### src/rtl/sram_arbiter_pkg.sv
// Shared encodings for the SRAM-like 2:1 arbiter: request source IDs and
// access-size codes of the SRAM-like bus.
package sram_arbiter_pkg;

    typedef enum logic {
        SRC_INST = 1'b0,
        SRC_DATA = 1'b1
    } src_e;

    localparam logic [1:0] SZ_BYTE = 2'd0;
    localparam logic [1:0] SZ_HALF = 2'd1;
    localparam logic [1:0] SZ_WORD = 2'd2;

endpackage

### src/rtl/sram_id_fifo.sv
// DEPTH-entry FIFO of 1-bit source IDs; remembers which CPU port issued each
// outstanding mem request so responses can be routed back in order.
module sram_id_fifo
    import sram_arbiter_pkg::*;
#(
    parameter int DEPTH = 4,
    parameter int PTR_W = 2
) (
    input  logic clk,
    input  logic reset,
    input  logic push,
    input  src_e push_src,
    input  logic pop,
    output logic full,
    output logic empty,
    output src_e head
);

    localparam logic [PTR_W:0] DEPTH_C = (PTR_W + 1)'(DEPTH);
    localparam logic [PTR_W:0] ONE_C   = (PTR_W + 1)'(1);

    src_e             mem_r [DEPTH];
    logic [PTR_W-1:0] head_r;
    logic [PTR_W-1:0] tail_r;
    logic [PTR_W:0]   count_r;
    logic             push_ok_s;
    logic             pop_ok_s;

    assign full      = (count_r == DEPTH_C);
    assign empty     = (count_r == {(PTR_W + 1){1'b0}});
    assign head      = mem_r[head_r];
    assign push_ok_s = push && !full;
    assign pop_ok_s  = pop && !empty;

    // Pointers wrap naturally because DEPTH is a power of two.
    always_ff @(posedge clk) begin
        if (reset) begin
            head_r  <= {PTR_W{1'b0}};
            tail_r  <= {PTR_W{1'b0}};
            count_r <= {(PTR_W + 1){1'b0}};
            for (int i = 0; i < DEPTH; i++) begin
                mem_r[i] <= SRC_INST;
            end
        end else begin
            if (push_ok_s) begin
                mem_r[tail_r] <= push_src;
                tail_r        <= tail_r + {{(PTR_W - 1){1'b0}}, 1'b1};
            end
            if (pop_ok_s) begin
                head_r <= head_r + {{(PTR_W - 1){1'b0}}, 1'b1};
            end
            case ({push_ok_s, pop_ok_s})
                2'b10:   count_r <= count_r + ONE_C;
                2'b01:   count_r <= count_r - ONE_C;
                default: count_r <= count_r;
            endcase
        end
    end

endmodule

### src/rtl/sram_arbiter.sv
// 2:1 SRAM-like arbiter merging the CPU instruction and data ports onto one
// mem port; data wins ties, and a presented-but-unaccepted request is locked.
module sram_arbiter
    import sram_arbiter_pkg::*;
#(
    parameter int DEPTH = 4,
    parameter int PTR_W = 2
) (
    input  logic        clk,
    input  logic        reset,
    input  logic        inst_sram_req,
    input  logic        inst_sram_wr,
    input  logic [1:0]  inst_sram_size,
    input  logic [3:0]  inst_sram_wstrb,
    input  logic [31:0] inst_sram_addr,
    input  logic [31:0] inst_sram_wdata,
    output logic        inst_sram_addr_ok,
    output logic        inst_sram_data_ok,
    output logic [31:0] inst_sram_rdata,
    input  logic        data_sram_req,
    input  logic        data_sram_wr,
    input  logic [1:0]  data_sram_size,
    input  logic [3:0]  data_sram_wstrb,
    input  logic [31:0] data_sram_addr,
    input  logic [31:0] data_sram_wdata,
    output logic        data_sram_addr_ok,
    output logic        data_sram_data_ok,
    output logic [31:0] data_sram_rdata,
    output logic        mem_req,
    output logic        mem_wr,
    output logic [1:0]  mem_size,
    output logic [3:0]  mem_wstrb,
    output logic [31:0] mem_addr,
    output logic [31:0] mem_wdata,
    input  logic        mem_addr_ok,
    input  logic        mem_data_ok,
    input  logic [31:0] mem_rdata
);

    src_e lock_src_r;
    logic lock_r;
    src_e sel_s;
    logic sel_req_s;
    logic fifo_full_s;
    logic fifo_empty_s;
    src_e fifo_head_s;
    logic resp_s;

    // Source selection: a locked port keeps the grant; otherwise data wins.
    always_comb begin
        sel_s = SRC_INST;
        if (lock_r) begin
            sel_s = lock_src_r;
        end else if (data_sram_req) begin
            sel_s = SRC_DATA;
        end else begin
            sel_s = SRC_INST;
        end
    end

    // Request field mux toward the memory side.
    always_comb begin
        sel_req_s = inst_sram_req;
        mem_wr    = inst_sram_wr;
        mem_size  = inst_sram_size;
        mem_wstrb = inst_sram_wstrb;
        mem_addr  = inst_sram_addr;
        mem_wdata = inst_sram_wdata;
        if (sel_s == SRC_DATA) begin
            sel_req_s = data_sram_req;
            mem_wr    = data_sram_wr;
            mem_size  = data_sram_size;
            mem_wstrb = data_sram_wstrb;
            mem_addr  = data_sram_addr;
            mem_wdata = data_sram_wdata;
        end else begin
            sel_req_s = inst_sram_req;
        end
    end

    assign mem_req           = sel_req_s && !fifo_full_s && !reset;
    assign inst_sram_addr_ok = mem_addr_ok && mem_req && (sel_s == SRC_INST);
    assign data_sram_addr_ok = mem_addr_ok && mem_req && (sel_s == SRC_DATA);

    // Responses with nothing outstanding (e.g. after a reset) are dropped.
    assign resp_s            = mem_data_ok && !fifo_empty_s && !reset;
    assign inst_sram_data_ok = resp_s && (fifo_head_s == SRC_INST);
    assign data_sram_data_ok = resp_s && (fifo_head_s == SRC_DATA);
    assign inst_sram_rdata   = mem_rdata;
    assign data_sram_rdata   = mem_rdata;

    // Lock holds mem_* stable until the slave accepts the presented request.
    always_ff @(posedge clk) begin
        if (reset) begin
            lock_r     <= 1'b0;
            lock_src_r <= SRC_INST;
        end else if (mem_req && mem_addr_ok) begin
            lock_r     <= 1'b0;
            lock_src_r <= lock_src_r;
        end else if (mem_req) begin
            lock_r     <= 1'b1;
            lock_src_r <= sel_s;
        end else begin
            lock_r     <= lock_r;
            lock_src_r <= lock_src_r;
        end
    end

    sram_id_fifo #(
        .DEPTH(DEPTH),
        .PTR_W(PTR_W)
    ) u_id_fifo (
        .clk     (clk),
        .reset   (reset),
        .push    (mem_req && mem_addr_ok),
        .push_src(sel_s),
        .pop     (mem_data_ok),
        .full    (fifo_full_s),
        .empty   (fifo_empty_s),
        .head    (fifo_head_s)
    );

endmodule

### config.mk
export PLATFORM = sky130hd
export DESIGN_NAME = sram_arbiter
export DESIGN_NICKNAME = d
export VERILOG_FILES = /design/src/rtl/sram_arbiter_pkg.sv /design/src/rtl/sram_id_fifo.sv /design/src/rtl/sram_arbiter.sv
export SDC_FILE = /design/constraint.sdc
export NUM_CORES = 1
export LEC_CHECK = 0
export BUFFER_PORTS_ARGS = -buffer_cell sky130_fd_sc_hd__buf_2
export CAP_MARGIN = 20
export CORE_AREA = 3 3 123 125
export CTS_CLUSTER_SIZE = 12
export DETAILED_ROUTE_END_ITERATION = 12
export DIE_AREA = 0 0 126 128
export GPL_TIMING_DRIVEN = 0
export PLACE_DENSITY = 0.43
export REMOVE_ABC_BUFFERS = 1
export SLEW_MARGIN = 30
export SYNTH_ARGS = -nofsm -noshare
export SYNTH_HDL_FRONTEND = slang
export SYNTH_SLANG_ARGS = --single-unit
### constraint.sdc
create_clock -name clk -period 6.9 [get_ports clk]
set_input_delay 0.69 -clock clk [delete_from_list [all_inputs] [get_ports clk]]
set_output_delay 0.69 -clock clk [all_outputs]
set_load 0.01 [all_outputs]
==> reports/summary.txt <==
Syn-to-layout area delta -> 45.2%
YS warnings -> 0
largest net degree at the start of global routing -> 22
Avg Vias per Cell -> 4.01
register area -> 340 sq um
die area -> 0.0161 sq mm
postcts setup bufs -> 0
Fillers -> 1596
Period minus WS final -> 3.00 ns
cell leakage power -> 1.53 nW
Clock Tree Root -> clkbuf_16
total grt overflow -> 0
Clock Skew -> 0.00189 ns
Mapped Area -> 0.00209 sq mm
# resized after CTS -> 0
initial antenna violation count -> 0
Die Span Y -> 128 um
crit path kind -> input pin to primary output
vias in the first global route -> 2370
Hold Crit Depth -> 2
Post-Synthesis Cells -> 218
worst r2r path cells -> 11
clock sinks -> 15
Inst Count DP -> 550
fraction of layout cells with a size suffix above 1 -> 75.7%
Reg2Reg Setup Slack -> 4.32 ns
min-delay worst type -> register to register
Port Buffers -> 223
crit path DAT -> 2.31 ns
leading post-synthesis cells by cell area -> mux2_2, buf_4, mux2_1
endpoints failing setup -> 0
RSZ-0062 raised after global routing -> false
cts-stage hold buffer count -> 0
Worst Max-Slew Pin Slew -> 0.407 ns
Max Cap Viol -> 0
DR vias -> 2222
Pwr Total -> 0.516 mW
Cell variety after synth -> 34
number of placed I/O pins -> 320
TritonCTS clock tree -> built
Routed WL -> 13.6 mm
Clock Latency Late Sink -> 0.25 ns
Max stage delay cell, worst path -> mux2i_4
worst slack, placed -> 3.89 ns
Final GP Congestion -> 0.848
Site Rows -> 43
drt pass-1 iters -> 4
CTS Buf Count -> 3
Total GRT Usage -> 15.8%
1st-iter DRT viols -> 46
# DRC -> 0
fin nets -> 557
clk buf depth -> 2
fin util -> 21.7%
Final HPWL DP -> 12.6 mm
post-synth top area cell -> mux2_2
Tcrit/Tclk final -> 43.5%
post-route ant nets -> 0
Synth Register Bits -> 15
Final Max Slew Viols -> 0
Worst EP required -> 6.21 ns
Post-Syn Area per Cell -> 9.58 sq um
Clock Pin Slew Worst Setup and Hold Paths -> 0.05 ns
area occupied by multi-input gates -> 0.00118 sq mm
CP Launch Type -> input pin
Max-Slew Margin vs Limit -> 72.3%
CORE AREA -> 0.0140 sq mm
CP Cell Sequence -> buf_2 -> mux2i_4 -> buf_16 -> buf_8 -> buf_8 -> mux2_2 -> buf_2
DIE WIDTH -> 126 um
sequential share of the synthesized area -> 16.3%
CP Max Fanout -> 21
Max stage delay on crit path -> 0.35 ns
run status -> complete, no violations
H-tree Lvls -> 1
first-pass GRT wire length -> 17.7 mm
top cell type's share of synthesized area -> 25.3%
VDD IR max -> 0.0000871 V
Achievable Freq -> 333 MHz
Post-Layout Cell Count -> 554
Hold Vio Cnt, Final -> 0
initial core utilization -> 14.9%
Crit. End Element -> primary output
setup ws final -> 3.90 ns
Cell Pwr Density -> 170 mW/mm^2
ANT cells -> 0
post-DR wirelength/cell -> 24.5 um
## critical path: cells and delay by family
| kind | cells | cell delay (ns) |
|---|---|---|
| multiplexers | 2 | 0.70 |
| buffers and inverters | 5 | 0.90 |
## synth_stat cells, drive strengths merged
master   n
inv      5
edfxtp   4
a21o     1
o21bai   3
nand2    5
nor2    11
xnor2    1
mux2    71
xor2     3
buf     74
nor4     2
or3      1
nor3     2
clkbuf   1
mux2i    5
o31ai    1
nand2b   2
and3     1
mux4     1
nor3b    4
o21ai    1
ha       1
dfxtp   11
a41o     1
nand3    1
fa       1
a211oi   1
nand3b   1
a21oi    2
## placed cells by master, fill, tap and decap left out, types with 3 or more instances in the layout
cell / synthesis / routed
buf_2: 5 / 223
mux2_2: 47 / 47
mux2_1: 24 / 24
nor2_1: 11 / 11
dfxtp_1: 11 / 11
inv_1: 4 / 4
nor3b_1: 4 / 4
mux2i_1: 5 / 4
nand2_1: 4 / 4
edfxtp_1: 4 / 4
o21bai_1: 3 / 3
xor2_1: 3 / 3
clkbuf_16: 0 / 3
buf_8: 0 / 3
## area by class of cell
cell class / count / area share (%)
Clock inverter: 1 / 0.165
Timing Repair Buffer: 227 / 39.2
Clock buffer: 3 / 2.48
Inverter: 5 / 0.619
Tap cell: 180 / 7.43
Multi-Input combinational cell: 123 / 38.9
Sequential cell: 15 / 11.2
## final timing paths
check | startpoint | endpoint
max reg2reg | u_id_fifo.count_r[2] | u_id_fifo.count_r[2]
min | u_id_fifo.count_r[2] | u_id_fifo.count_r[2]
max | data_sram_req | mem_wstrb[1]
min reg2reg | u_id_fifo.count_r[2] | u_id_fifo.count_r[2]
## through the flow
| stage | instance area [sq um] | setup TNS [ns] | hold WS (ns) |
|---|---|---|---|
| finish | 3030 | 0 | 0.521 |
| global route | 3030 | 0 | 0.535 |
| CTS | 3030 | 0 | 0.514 |
| detailed placement | 2950 | 0 | 0.504 |
| global placement | 2870 | -30.64 | 0.486 |
| floorplan | 1530 | 0 | 0.462 |
## report_power, final
part	internal, mW	total [mW]	switching (mW)	leakage, nW
clock network	0.0774	0.114	0.0364	0.0409
registers	0.107	0.122	0.0145	0.131
logic	0.139	0.280	0.141	1.36
## cells by family after synthesis
kind of cell,Yosys count,synth area share (%)
AOI/OAI and AO/OA,10,3.36
muxes,77,41.8
adders and majority gates,2,1.56
buffers and inverters,80,27.8
and+or+nand+nor,30,7.55
xor gates and xnor gates,4,1.68
DFF,15,16.3
## layer usage
metal | track usage (%) | vias to the layer above | share of wire [%]
met5 | 5.26 | - | 0.67
li1 | - | 1003 | -
met1 | 19.5 | 992 | 41
met3 | 13.5 | 16 | 19
met4 | 3.66 | 2 | 2.5
met2 | 20.1 | 209 | 36
(Power assumes the default switching activity.)
